`src/rtl/core_comm_endpoint.sv`:
```
// Core-side endpoint of the inter-core network: TX output register, fall-through RX FIFO,
// and the barrier participation FSM (state | meaning: IDLE idle, REQ arrive pending, WAIT awaiting release, DONE release seen).
module core_comm_endpoint #(
    parameter int CORE_ID        = 0,
    parameter int NUM_CORES      = 4,
    parameter int MSG_WIDTH      = 32,
    parameter int RX_DEPTH       = 4,
    parameter int NUM_BARRIERS   = 4,
    parameter int TIMEOUT_CYCLES = 1024,
    localparam int ID_W  = $clog2(NUM_CORES),
    localparam int BID_W = $clog2(NUM_BARRIERS),
    localparam int CW    = $clog2(RX_DEPTH) + 1
) (
    input  logic                 clk_i,
    input  logic                 rst_i,
    input  logic                 tx_valid_i,
    output logic                 tx_ready_o,
    input  logic [ID_W-1:0]      tx_dest_i,
    input  logic [MSG_WIDTH-1:0] tx_data_i,
    output logic                 tx_err_o,
    output logic                 net_tx_valid_o,
    input  logic                 net_tx_ready_i,
    output logic [ID_W-1:0]      net_tx_src_o,
    output logic [ID_W-1:0]      net_tx_dest_o,
    output logic [MSG_WIDTH-1:0] net_tx_data_o,
    input  logic                 net_rx_valid_i,
    output logic                 net_rx_ready_o,
    input  logic [ID_W-1:0]      net_rx_src_i,
    input  logic [MSG_WIDTH-1:0] net_rx_data_i,
    output logic                 rx_valid_o,
    input  logic                 rx_ready_i,
    output logic [ID_W-1:0]      rx_src_o,
    output logic [MSG_WIDTH-1:0] rx_data_o,
    output logic [CW-1:0]        rx_count_o,
    input  logic                 bar_arrive_i,
    input  logic [BID_W-1:0]     bar_id_i,
    output logic                 bar_req_valid_o,
    input  logic                 bar_req_ready_i,
    output logic [BID_W-1:0]     bar_req_id_o,
    input  logic                 bar_release_i,
    input  logic [BID_W-1:0]     bar_release_id_i,
    output logic                 bar_wait_o,
    output logic                 bar_done_o,
    output logic                 bar_timeout_o,
    output logic                 bar_err_o
);
    localparam int AW = $clog2(RX_DEPTH);
    localparam int TW = $clog2(TIMEOUT_CYCLES) + 1;
    localparam logic [TW-1:0]    TIMER_LAST = TW'(TIMEOUT_CYCLES - 1);
    localparam logic [BID_W:0]   NB         = (BID_W + 1)'(NUM_BARRIERS);
    localparam logic [CW-1:0]    FULL_CNT   = CW'(RX_DEPTH);

    // ---------------- TX output register ----------------
    logic                 net_tx_valid_q, tx_err_q;
    logic [ID_W-1:0]      net_tx_dest_q;
    logic [MSG_WIDTH-1:0] net_tx_data_q;
    logic                 tx_accept;

    assign tx_ready_o = !net_tx_valid_q || net_tx_ready_i;
    assign tx_accept  = tx_valid_i && tx_ready_o;

    always_ff @(posedge clk_i or posedge rst_i) begin
        if (rst_i) begin
            net_tx_valid_q <= 1'b0;
            net_tx_dest_q  <= '0;
            net_tx_data_q  <= '0;
            tx_err_q       <= 1'b0;
        end else begin
            tx_err_q <= 1'b0;
            if (tx_accept) begin
                // Self-addressed messages are swallowed; the slot is still freed.
                if (tx_dest_i == ID_W'(CORE_ID)) begin
                    tx_err_q       <= 1'b1;
                    net_tx_valid_q <= 1'b0;
                end else begin
                    net_tx_valid_q <= 1'b1;
                    net_tx_dest_q  <= tx_dest_i;
                    net_tx_data_q  <= tx_data_i;
                end
            end else if (net_tx_ready_i) begin
                net_tx_valid_q <= 1'b0;
            end
        end
    end

    assign net_tx_valid_o = net_tx_valid_q;
    assign net_tx_src_o   = ID_W'(CORE_ID);
    assign net_tx_dest_o  = net_tx_dest_q;
    assign net_tx_data_o  = net_tx_data_q;
    assign tx_err_o       = tx_err_q;

    // ---------------- RX FIFO ----------------
    logic [MSG_WIDTH-1:0] data_mem_q [RX_DEPTH];
    logic [ID_W-1:0]      src_mem_q  [RX_DEPTH];
    logic [AW-1:0]        wr_ptr_q, rd_ptr_q;
    logic [CW-1:0]        count_q;
    logic                 rx_push, rx_pop;

    assign net_rx_ready_o = (count_q != FULL_CNT);
    assign rx_valid_o     = (count_q != '0);
    assign rx_push        = net_rx_valid_i && net_rx_ready_o;
    assign rx_pop         = rx_valid_o && rx_ready_i;

    always_ff @(posedge clk_i or posedge rst_i) begin
        if (rst_i) begin
            wr_ptr_q <= '0;
            rd_ptr_q <= '0;
            count_q  <= '0;
            for (int i = 0; i < RX_DEPTH; i++) begin
                data_mem_q[i] <= '0;
                src_mem_q[i]  <= '0;
            end
        end else begin
            if (rx_push) begin
                data_mem_q[wr_ptr_q] <= net_rx_data_i;
                src_mem_q[wr_ptr_q]  <= net_rx_src_i;
                wr_ptr_q             <= wr_ptr_q + AW'(1);
            end
            if (rx_pop) rd_ptr_q <= rd_ptr_q + AW'(1);
            if (rx_push && !rx_pop)      count_q <= count_q + CW'(1);
            else if (rx_pop && !rx_push) count_q <= count_q - CW'(1);
        end
    end

    assign rx_src_o   = src_mem_q[rd_ptr_q];
    assign rx_data_o  = data_mem_q[rd_ptr_q];
    assign rx_count_o = count_q;

    // ---------------- Barrier FSM ----------------
    typedef enum logic [1:0] {IDLE, REQ, WAIT, DONE} bar_state_e;
    bar_state_e       state_q;
    logic [BID_W-1:0] bar_id_q;
    logic [TW-1:0]    timer_q;
    logic             req_valid_q, wait_q, done_q, timeout_q, err_q;

    always_ff @(posedge clk_i or posedge rst_i) begin
        if (rst_i) begin
            state_q     <= IDLE;
            bar_id_q    <= '0;
            timer_q     <= '0;
            req_valid_q <= 1'b0;
            wait_q      <= 1'b0;
            done_q      <= 1'b0;
            timeout_q   <= 1'b0;
            err_q       <= 1'b0;
        end else begin
            done_q    <= 1'b0;
            timeout_q <= 1'b0;
            err_q     <= 1'b0;
            case (state_q)
                IDLE: if (bar_arrive_i) begin
                    if ({1'b0, bar_id_i} < NB) begin
                        bar_id_q    <= bar_id_i;
                        req_valid_q <= 1'b1;
                        wait_q      <= 1'b1;
                        state_q     <= REQ;
                    end else begin
                        err_q <= 1'b1;
                    end
                end
                REQ: if (bar_req_ready_i) begin
                    req_valid_q <= 1'b0;
                    timer_q     <= '0;
                    state_q     <= WAIT;
                end
                WAIT: begin
                    // A matching release beats a timeout landing in the same cycle.
                    if (bar_release_i && bar_release_id_i == bar_id_q) begin
                        wait_q  <= 1'b0;
                        done_q  <= 1'b1;
                        state_q <= DONE;
                    end else if (timer_q == TIMER_LAST) begin
                        wait_q    <= 1'b0;
                        timeout_q <= 1'b1;
                        state_q   <= IDLE;
                    end else begin
                        timer_q <= timer_q + TW'(1);
                    end
                end
                default: state_q <= IDLE;
            endcase
        end
    end

    assign bar_req_valid_o = req_valid_q;
    assign bar_req_id_o    = bar_id_q;
    assign bar_wait_o      = wait_q;
    assign bar_done_o      = done_q;
    assign bar_timeout_o   = timeout_q;
    assign bar_err_o       = err_q;
endmodule
```
`config.mk`:
```
export PLATFORM = sky130hd
export DESIGN_NAME = core_comm_endpoint
export DESIGN_NICKNAME = d
export VERILOG_FILES = /design/src/rtl/core_comm_endpoint.sv
export SDC_FILE = /design/constraint.sdc
export NUM_CORES = 1
export LEC_CHECK = 0
export BUFFER_PORTS_ARGS = -buffer_cell sky130_fd_sc_hd__buf_2
export CORE_AREA = 4 4 130 132
export CTS_CLUSTER_DIAMETER = 40
export DETAILED_ROUTE_END_ITERATION = 8
export DIE_AREA = 0 0 134 136
export GPL_ROUTABILITY_DRIVEN = 0
export PLACE_DENSITY = 0.84
export SETUP_SLACK_MARGIN = 0.15
export SLEW_MARGIN = 20
export SYNTH_ARGS = -nofsm -noshare
export SYNTH_HDL_FRONTEND = slang
export SYNTH_SLANG_ARGS = --single-unit
```
`constraint.sdc`:
```
create_clock -name clk_i -period 8.5 [get_ports clk_i]
set_clock_uncertainty 0.15 [all_clocks]
set_input_delay 1.275 -clock clk_i [delete_from_list [all_inputs] [get_ports clk_i]]
set_output_delay 1.275 -clock clk_i [all_outputs]
set_load 0.01 [all_outputs]
```
==> reports/metrics.yaml, run 1 <==
placement:
  place_inst: 900
  dp_hpwl_um: 12220
  portBuffers: 162
detailed_routing:
  antenna_left: 0
  num_vias: 5254
  first_pass_iters: 4
  drc: 0
  drt-vias-per-instance: 5.637
  wire_per_inst_um: 19.56
  drt_iter0_markers: 255
  routed_wl_um: 18230
floorplan:
  die_y_um: 136
  start_util_pct: 54.61
  row_count: 46
  die_w_um: 134
  dieArea_sq_um: 18220
  core-area_sq_um: 15710
  ioPinCount: 166
clock_tree:
  ctsResizeCount: 0
  postCtsHoldBufs: 0
  clk_pin_slew_ns: 0.07
  clockBufferDepth: 2
  tritoncts: "built"
  h-tree-depth: 4
  cts-root-buf: "clkbuf_16"
  clock_latency_ns: 0.42
  cts_buffers: 17
  cts_setup_buffers: 0
  cts_sinks: 198
sta:
  slew_headroom_pct: 33.12
  finalCritPeriodShare_pct: 42.07
  finalSetupViolCount: 0
  setup_tns_ns: 0
  max_freq_mhz: 279.7
  rsz0062_at_grt: "no"
  min_period_ns: 3.576
  hold_viol: 0
  worst_pin_slew_ns: 0.9997
  slew_viol_final: 0
finish:
  layout.nets: 791
  antenna_cells: 0
  layout-drive-gt1-share_pct: 58.80
  area_growth_pct: 18.49
  nFillCells: 1164
  layout.cells.non_filler: 932
global_routing:
  grt_max_degree: 134
  grt_pass1_wl_um: 29810
  grt_pass1_vias: 5834
  grt.overflow.total: 0
  grt_use_total_pct: 20.90
  antenna_found_initial: 1
power_and_ir_drop:
  combPwrFrac_pct: 37.8
  intPower_mw: 2.650
  seqPwrFrac_pct: 41.4
  clkPwrFrac_pct: 20.7
  p_per_area_nw_per_um2: 386.9
  ir_worst_vdd_v: 0.0001856
  switching_share_pct: 32.65
  p_switching_mw: 1.284
  leakage_nw: 4.563
worst_hold_path:
  hp-class: "reg2reg"
worst_setup_path:
  criticalPathCategory: "reg2out"
  crit_path_start_kind: "register"
  worst_setup_path_end_kind: "output port"
  path_max_fanout: 36
  required_ns: 7.07
  arrival_ns: 2.15
logic_synthesis:
  synth_cell_types: 50
  syn_avg_cell_area_sq_um: 15.66
  synth_edf_count: 0
  synth-seq-cells: 198
  yosysSeqAreaShare_pct: 57.74
  synth_ff_type: "dfrtp_1"
  syn_area_sq_um: 8581
  synth-async-reset-ratio_pct: 100.0
  yosys_warnings: 0
  syn_inst: 548
job:
  max-cap-violations: 0
status:
  outcome: "finished, final reports clean"
[metrics by stage]
step / utilization [%] / hold WS (ns) / worst slack (ns) / power (mW) / instance area, sq um
2_1_floorplan: - / 0.2951 / 1.678 / 2.643 / 8588
3_3_place_gp: 60.81 / 0.3209 / 5.315 / 3.039 / 9554
3_5_place_dp: 60.81 / 0.3246 / 5.243 / 3.148 / 9554
4_1_cts: 64.71 / 0.3349 / 4.856 / 3.978 / 10170
5_1_grt: 64.71 / 0.3425 / 4.767 / 4.171 / 10170
6_report: 64.71 / 0.3283 / 4.924 / 3.934 / 10170
[worst max-delay path, cell delays in order (launching register included)]
cell,delay (ns)
dfrtp_2,0.35
buf_4,0.59
mux4_2,0.61
buf_2,0.16
[cells in the mapped netlist (5+ instances only)]
cell | number | share of area (%)
mux4_2 | 34 | 8.9
ha_1 | 6 | 0.87
mux2_2 | 171 | 22
inv_1 | 6 | 0.26
clkbuf_1 | 6 | 0.26
buf_2 | 21 | 1.2
dfrtp_1 | 198 | 58
o21ai_0 | 8 | 0.47
nor2_1 | 5 | 0.22
nand2_1 | 22 | 0.96
[state kept, by name, summed over array words and instances (netlist names)]
| register | cells |
|---|---|
| data_mem_q | 128 |
| net_tx_data_o | 32 |
| timer_q | 11 |
| src_mem_q | 8 |
| rx_count_o | 3 |
| bar_req_id_o | 2 |
| net_tx_dest_o | 2 |
| rd_ptr_q | 2 |
| state_q | 2 |
| wr_ptr_q | 2 |
| bar_done_o | 1 |
| bar_req_valid_o | 1 |
| bar_timeout_o | 1 |
| bar_wait_o | 1 |
| net_tx_valid_o | 1 |
| tx_err_o | 1 |
[cells in the final DEF (no fill, tap or decap), types with 5 or more instances in the layout]
cell / Yosys / routed
dfrtp_1: 198 / 196
mux2_2: 171 / 171
buf_2: 21 / 162
mux4_2: 34 / 34
nand2_1: 22 / 18
clkbuf_16: 0 / 17
o21ai_0: 8 / 8
ha_1: 6 / 6
inv_1: 6 / 5
nor2_1: 5 / 5
inv_8: 0 / 5
[routing by layer]
metal | up-vias | global-route usage (%) | part of all wire (%)
li1 | 2342 | - | -
met1 | 2759 | 26.60 | 41
met2 | 134 | 36.05 | 52
met3 | 17 | 5.811 | 5.3
met4 | 2 | 4.800 | 0.97
met5 | - | 0 | 0.082
[cell type report]
type	count	area, sq um	share of cell area [%]
multi-input cells	314	3456	33.99
clock buffers	17	425.4	4.184
well taps	216	270.3	2.658
clock inverters	15	187.7	1.846
flip-flops and latches	198	4957	48.76
repair buffers	166	840.8	8.270
inverters	6	30.03	0.2953
[cell families (layout without fill, tap and decap cells)]
group / Yosys count / after routing / synth area share, %
compound gates: 34 / 34 / 2.975
xor+xnor: 8 / 8 / 0.8165
fa+ha+maj: 7 / 7 / 1.108
buf+inv: 38 / 204 / 2.231
flops: 198 / 198 / 57.74
mux: 209 / 209 / 31.83
other cells: 1 / 3 / 0.04370
simple gates: 53 / 53 / 3.252
[power groups by stage]
| stage | logic (mW) | registers (mW) | clock network (mW) |
|---|---|---|---|
| 4_1_cts | 1.51 | 1.63 | 0.834 |
| 2_1_floorplan | 1.10 | 1.54 | 0 |
| 3_5_place_dp | 1.51 | 1.64 | 0 |
| 5_1_grt | 1.61 | 1.68 | 0.877 |
| 3_3_place_gp | 1.44 | 1.60 | 0 |
| 6_report | 1.49 | 1.63 | 0.816 |
[final timing paths]
| path | cells after the start | slack (ns) | endpoint | startpoint |
|---|---|---|---|---|
| worst max-delay path | 3 | 4.92 | rx_data_o[25] | rd_ptr_q[0] |
| max in group asynchronous | 3 | 5.93 | data_mem_q[45] | rst_i |
| worst max register to register | 5 | 6.03 | data_mem_q[52] | rx_count_o[0] |
| worst min-delay path | 1 | 0.33 | timer_q[9] | timer_q[9] |
| worst min register to register | 1 | 0.33 | timer_q[9] | timer_q[9] |
| min in group asynchronous | 2 | 0.89 | net_tx_data_o[12] | rst_i |
No activity file was read; power rests on OpenSTA's default activity.
==> run 2, diff against run 1 <==
--- a/config.mk
+++ b/config.mk
@@ -6,12 +6,12 @@
 export NUM_CORES = 1
 export LEC_CHECK = 0
 export BUFFER_PORTS_ARGS = -buffer_cell sky130_fd_sc_hd__buf_2
-export CORE_AREA = 4 4 130 132
+export CORE_AREA = 4 4 137 139
 export CTS_CLUSTER_DIAMETER = 40
 export DETAILED_ROUTE_END_ITERATION = 8
-export DIE_AREA = 0 0 134 136
+export DIE_AREA = 0 0 141 143
 export GPL_ROUTABILITY_DRIVEN = 0
-export PLACE_DENSITY = 0.84
+export PLACE_DENSITY = 0.8
 export SETUP_SLACK_MARGIN = 0.15
 export SLEW_MARGIN = 20
 export SYNTH_ARGS = -nofsm -noshare
==> constraint.sdc (replaced) <==
create_clock -name clk_i -period 3 [get_ports clk_i]
set_clock_uncertainty 0.15 [all_clocks]
set_input_delay 0.45 -clock clk_i [delete_from_list [all_inputs] [get_ports clk_i]]
set_output_delay 0.45 -clock clk_i [all_outputs]
set_load 0.01 [all_outputs]
==> reports/metrics.yaml, run 2 (same netlist as run 1, synthesis figures left out) <==
sta:
  slew_headroom_pct: 38.21  # was 33.12%
  worst_pin_slew_ns: 0.9268  # was 0.9997 ns
  slew_viol_final: 0  # unchanged
  worst_slack_ns: 0.4028  # was 4.924 ns
  finalSetupViolCount: 0  # unchanged
  hold_viol: 0  # unchanged
  rsz0062_at_grt: "no"  # unchanged
  finalCritPeriodShare_pct: 86.57
  setup_tns_ns: 0  # unchanged
  min_period_ns: 2.597
  max_freq_mhz: 385.0
clock_tree:
  postCtsHoldBufs: 0  # unchanged
  cts-root-buf: "clkbuf_16"  # unchanged
  h-tree-depth: 4  # unchanged
  clockBufferDepth: 2  # unchanged
  clk_pin_slew_ns: 0.07  # about the same
  cts_setup_buffers: 0  # unchanged
  cts_buffers: 17  # unchanged
  ctsResizeCount: 0  # unchanged
  clock_latency_ns: 0.42  # about the same
  tritoncts: "built"  # unchanged
  cts_sinks: 198  # unchanged
finish:
  area_growth_pct: 20.56  # was 18.49%
  postLayoutCellArea_sq_um: 10340  # was 10170 sq um
  nFillCells: 1353  # was 1164
  layout.nets: 804  # was 791
  antenna_cells: 0  # unchanged
  largest_reg_flops: 128  # unchanged
  top_register: "data_mem_q"  # unchanged
  layout_common_cells: "dfrtp_1 (196), mux2_2 (171), buf_2 (162)"  # unchanged
  layout-drive-gt1-share_pct: 59.48  # was 58.80%
  layout_commonest_cell: "dfrtp_1"  # unchanged
detailed_routing:
  wire_per_inst_um: 18.94  # was 19.56 um
  antenna_left: 0  # unchanged
  drc: 0  # unchanged
  drt-vias-per-instance: 5.444  # was 5.637
  drt_iter0_markers: 143  # was 255
  first_pass_iters: 4  # unchanged
  num_vias: 5210  # was 5254
  routed_wl_um: 18130  # was 18230 um
floorplan:
  die_w_um: 141  # was 134 um
  ioPinCount: 166  # unchanged
  core-area_sq_um: 17660  # was 15710 sq um
  start_util_pct: 48.60  # was 54.61%
  die_y_um: 143  # was 136 um
  dieArea_sq_um: 20160  # was 18220 sq um
  row_count: 49  # was 46
worst_setup_path:
  criticalPathCategory: "reg2out"  # unchanged
  required_ns: 2.40  # was 7.07 ns
  cp_cell_sequence: "mux4_2 -> buf_2"  # was buf_4 -> mux4_2 -> buf_2
  critPathSlowestCell: "dfrtp_2"  # was mux4_2
  arrival_ns: 2.00  # was 2.15 ns
  cp_slowest_stage_delay_ns: 0.98  # was 0.61 ns
  crit_path_start_kind: "register"  # unchanged
  worst_setup_path_end_kind: "output port"  # unchanged
  crit_family: "flip-flops"  # was buffers and inverters
  path_max_fanout: 35  # was 36
  crit_buf_inv: 1  # was 2
power_and_ir_drop:
  power.total_mw: 11.11  # was 3.934 mW
  leakage_nw: 4.642  # was 4.563 nW
  p_per_area_nw_per_um2: 1074  # was 386.9 nW/um^2
  ir_worst_vdd_v: 0.0007705  # was 0.0001856 V
global_routing:
  grt_pass1_wl_um: 29690  # was 29810 um
  grt_pass1_vias: 5827  # was 5834
  antenna_found_initial: 1  # unchanged
  grt_use_total_pct: 18.65  # was 20.90%
  grt.overflow.total: 0  # unchanged
  grt_max_degree: 49  # was 134
placement:
  post_dp_cell_area_sq_um: 9777  # was 9554 sq um
  pre_cts_ws_ns: 0.7209  # was 5.243 ns
  portBuffers: 162  # unchanged
  dp_hpwl_um: 12810  # was 12220 um
status:
  outcome: "finished, final reports clean"  # unchanged
job:
  max-cap-violations: 0  # unchanged
worst_hold_path:
  hp-class: "in2async"  # was reg2reg
-- run 2: cell count changes in the layout (fill, tap and decap cells not counted), sizes merged --
cell      before  now
clkinvlp       3    5
bufinv         2    1
buf          166  179
clkinv         4    3
inv           12   11
-- run 2: worst register-to-register path, delay by kind of cell, from the launching register on --
kind | cells | cell delay, ns
and+or+nand+nor | 3 | 0.67
buffers and inverters | 1 | 0.07
adders and majority gates | 2 | 0.57
xor gates and xnor gates | 2 | 0.32
DFF | 1 | 0.45
-- run 2: routing by layer --
layer | wire length (um) | track usage [%] | vias up
li1 | - | - | 2347
met1 | 7584 | 22.86 | 2687
met2 | 9226 | 32.64 | 149
met3 | 1084 | 5.995 | 25
met4 | 222 | 4.029 | 2
met5 | 13 | 0 | -
-- run 2: cell type report --
cell class | count | area (sq um) | share of cell area [%]
clock buffers | 17 | 425.4 | 4.112
clock inverters | 14 | 142.6 | 1.379
inverters | 6 | 26.28 | 0.2540
multi-input cells | 314 | 3456 | 33.41
flip-flops and latches | 198 | 4957 | 47.92
well taps | 229 | 286.5 | 2.770
repair buffers | 179 | 1051 | 10.16
-- run 2: final timing paths --
| path | end | slack (ns) | cells after the start | start |
|---|---|---|---|---|
| hold / removal | net_tx_data_o[6] | 0.06 | 2 | rst_i |
| min in group clk_i | tx_err_o | 0.09 | 2 | tx_dest_i[1] |
| setup / recovery | rx_data_o[0] | 0.40 | 2 | rd_ptr_q[1] |
| setup reg to reg | rx_count_o[2] | 0.70 | 8 | rx_count_o[0] |
| hold reg to reg | net_tx_data_o[13] | 0.35 | 1 | net_tx_data_o[13] |
| max in group asynchronous | data_mem_q[10] | 1.91 | 3 | rst_i |
-- run 2: where the power goes --
part	internal [mW]	switching, mW	total (mW)
combinational	2.49	1.79	4.28
clock	1.17	1.04	2.21
sequential	3.83	0.789	4.62
-- run 2: stage by stage --
stage / std cells / utilization, % / hold slack [ns]
2_1_floorplan: 550 / - / 0.2951
3_3_place_gp: 926 / 55.37 / 0.3094
3_5_place_dp: 926 / 55.37 / 0.3382
4_1_cts: 957 / 58.59 / 0.07380
5_1_grt: 957 / 58.59 / 0.07511
6_report: 957 / 58.59 / 0.05506
==> run 3, diff against run 2 <==
--- a/config.mk
+++ b/config.mk
@@ -5,6 +5,7 @@
 export SDC_FILE = /design/constraint.sdc
 export NUM_CORES = 1
 export LEC_CHECK = 0
+export ABC_AREA = 1
 export BUFFER_PORTS_ARGS = -buffer_cell sky130_fd_sc_hd__buf_2
 export CORE_AREA = 4 4 137 139
 export CTS_CLUSTER_DIAMETER = 40
==> reports/metrics.yaml, run 3 <==
detailed_routing:
  wire_per_inst_um: 14.09  # was 18.94 um
  num_vias: 7032  # was 5210
  drc: 0  # unchanged
  antenna_left: 0  # unchanged
  drt-vias-per-instance: 5.114  # was 5.444
  drt_iter0_markers: 534  # was 143
  first_pass_iters: 5  # was 4
  routed_wl_um: 19380  # was 18130 um
worst_setup_path:
  required_ns: 2.40  # about the same
  path_max_fanout: 69  # was 35
  arrival_ns: 1.97  # was 2.00 ns
  r2r_slack_ns: 0.89  # was 0.70 ns
  criticalPathCategory: "reg2out"  # unchanged
  critPathSlowestCell: "buf_4"  # was dfrtp_2
  cp_slowest_stage_delay_ns: 0.54  # was 0.98 ns
  crit_buf_inv: 2  # was 1
  worst_setup_path_end_kind: "output port"  # unchanged
  crit_family: "buffers and inverters"  # was flip-flops
  cp_cell_sequence: "buf_4 -> o21ai_0 -> o22ai_1 -> buf_2"  # was mux4_2 -> buf_2
  crit_path_start_kind: "register"  # unchanged
floorplan:
  die_y_um: 143  # unchanged
  core-area_sq_um: 17660  # unchanged
  start_util_pct: 48.98  # was 48.60%
  die_w_um: 141  # unchanged
  dieArea_sq_um: 20160  # unchanged
  ioPinCount: 166  # unchanged
  row_count: 49  # unchanged
clock_tree:
  clock_latency_ns: 0.44  # was 0.42 ns
  cts_sinks: 198  # unchanged
  cts_buffers: 17  # unchanged
  clk_pin_slew_ns: 0.08  # was 0.07 ns
  ctsResizeCount: 0  # unchanged
  tritoncts: "built"  # unchanged
  h-tree-depth: 4  # unchanged
  cts-root-buf: "clkbuf_16"  # unchanged
  clockBufferDepth: 2  # unchanged
sta:
  hold_viol: 0  # unchanged
  slew_viol_final: 0  # unchanged
  worst_pin_slew_ns: 0.6812  # was 0.9268 ns
  slew_headroom_pct: 54.59  # was 38.21%
  max_freq_mhz: 388.7  # was 385.0 MHz
  finalCritPeriodShare_pct: 85.76  # was 86.57%
  min_period_ns: 2.573  # was 2.597 ns
  rsz0062_at_grt: "no"  # unchanged
  finalSetupViolCount: 0  # unchanged
logic_synthesis:
  yosysMostFrequentCell: "nand2_1"  # was dfrtp_1
  yosysSeqAreaShare_pct: 57.29  # was 57.74%
  syn_avg_cell_area_sq_um: 8.631  # was 15.66 sq um
  synth-async-reset-ratio_pct: 100.0  # unchanged
  synth_common_cells: "nand2_1 (285), o21ai_0 (215), dfrtp_1 (198)"  # was dfrtp_1 (198), mux2_2 (171), mux4_2 (34)
  syn_inst: 1002  # was 548
  yosys.area.top_type: "dfrtp_1"  # unchanged
  synth_edf_count: 0  # unchanged
  yosys_warnings: 0  # unchanged
  syn_area_sq_um: 8648  # was 8581 sq um
  yosysTopAreaCellShare_pct: 57.29  # was 57.74%
  synth_cell_types: 32  # was 50
  synth-seq-cells: 198  # unchanged
  synth_ff_type: "dfrtp_1"  # unchanged
  synthTopCellsByArea: "dfrtp_1 (57%), o21ai_0 (12%), nand2_1 (12%)"  # was dfrtp_1 (58%), mux2_2 (22%), mux4_2 (8.9%)
placement:
  portBuffers: 162  # unchanged
  dp_hpwl_um: 12030  # was 12810 um
  post_dp_cell_area_sq_um: 9519  # was 9777 sq um
global_routing:
  antenna_found_initial: 0  # was 1
  grt_max_degree: 70  # was 49
  grt_pass1_vias: 6859  # was 5827
  grt.overflow.total: 0  # unchanged
  grt_pass1_wl_um: 32770  # was 29690 um
  grt_use_total_pct: 19.86  # was 18.65%
power_and_ir_drop:
  p_per_area_nw_per_um2: 1045  # was 1074 nW/um^2
  leakage_nw: 5.215  # was 4.642 nW
  ir_worst_vdd_v: 0.0005533  # was 0.0007705 V
  power.total_mw: 10.61  # was 11.11 mW
status:
  outcome: "finished, final reports clean"  # unchanged
worst_hold_path:
  hp-class: "in2reg"  # was in2async
finish:
  top_register: "data_mem_q"  # unchanged
  area_growth_pct: 17.42  # was 20.56%
  layout.nets: 1220  # was 804
  largest_reg_flops: 128  # unchanged
  layout_commonest_cell: "nand2_1"  # was dfrtp_1
  layout_common_cells: "nand2_1 (285), o21ai_0 (215), dfrtp_1 (197)"  # was dfrtp_1 (196), mux2_2 (171), buf_2 (162)
  postLayoutCellArea_sq_um: 10150  # was 10340 sq um
  layout-drive-gt1-share_pct: 18.95  # was 59.48%
job:
  max-cap-violations: 0  # unchanged
run 3: worst paths after layout:
check,from,endpoint,cells after the start
max,rd_ptr_q[0],rx_data_o[16],4
min,tx_dest_i[1],tx_err_o,2
max reg2reg,rx_count_o[0],rx_count_o[2],10
min reg2reg,net_tx_data_o[20],net_tx_data_o[20],2
max in group asynchronous,rst_i,rd_ptr_q[0],4
min in group asynchronous,rst_i,bar_req_id_o[0],3
run 3: layout make-up:
type	count	area [sq um]
fillers	1576	7502
flip-flops and latches	198	4956
multi-input cells	680	3107
repair buffers	171	930.9
clock buffers	19	452.9
well taps	229	286.5
inverters	64	249.0
clock inverters	13	170.2
diodes	1	2.502
run 3: layer usage:
metal	vias up	GRT usage, %	routed length, um
li1	3508	-	-
met1	3299	25.41	8640
met2	209	33.72	9317
met3	16	5.191	1230
met4	0	5.558	191
met5	-	0	0
run 3: cells by family after synthesis:
kind of cell	share of synthesized area [%]
other	0.04336
buffers and inverters	6.872
AOI/OAI and AO/OA	15.91
DFF	57.29
adders and majority gates	1.100
and+or+nand+nor	18.37
xor gates and xnor gates	0.4052
run 3: power by group:
group          switching, mW  internal [mW]  leakage [nW]  total, mW
Clock                   1.04           1.37         0.297       2.40
Sequential             0.542           3.70          2.48       4.24
Combinational           2.51           1.46          2.44       3.97
run 3: timing repair:
action	CTS	global route
endpoints found under the hold margin	15	0
setup buffers	0	0
setup endpoints to repair	0	0
hold buffers	1	0
run 3: metrics by stage:
stage	utilization, %	setup WS, ns	hold slack, ns	TNS [ns]	std cells
after floorplan	-	-0.1604	0.2978	-31.75	1004
after global placement	53.91	0.9235	0.3005	0	1341
after detailed placement	53.91	0.9106	0.3046	0	1341
after CTS	57.50	0.4294	0.009985	0	1374
after global routing	57.50	0.2299	0.01545	0	1374
final	57.51	0.4271	0.02304	0	1375
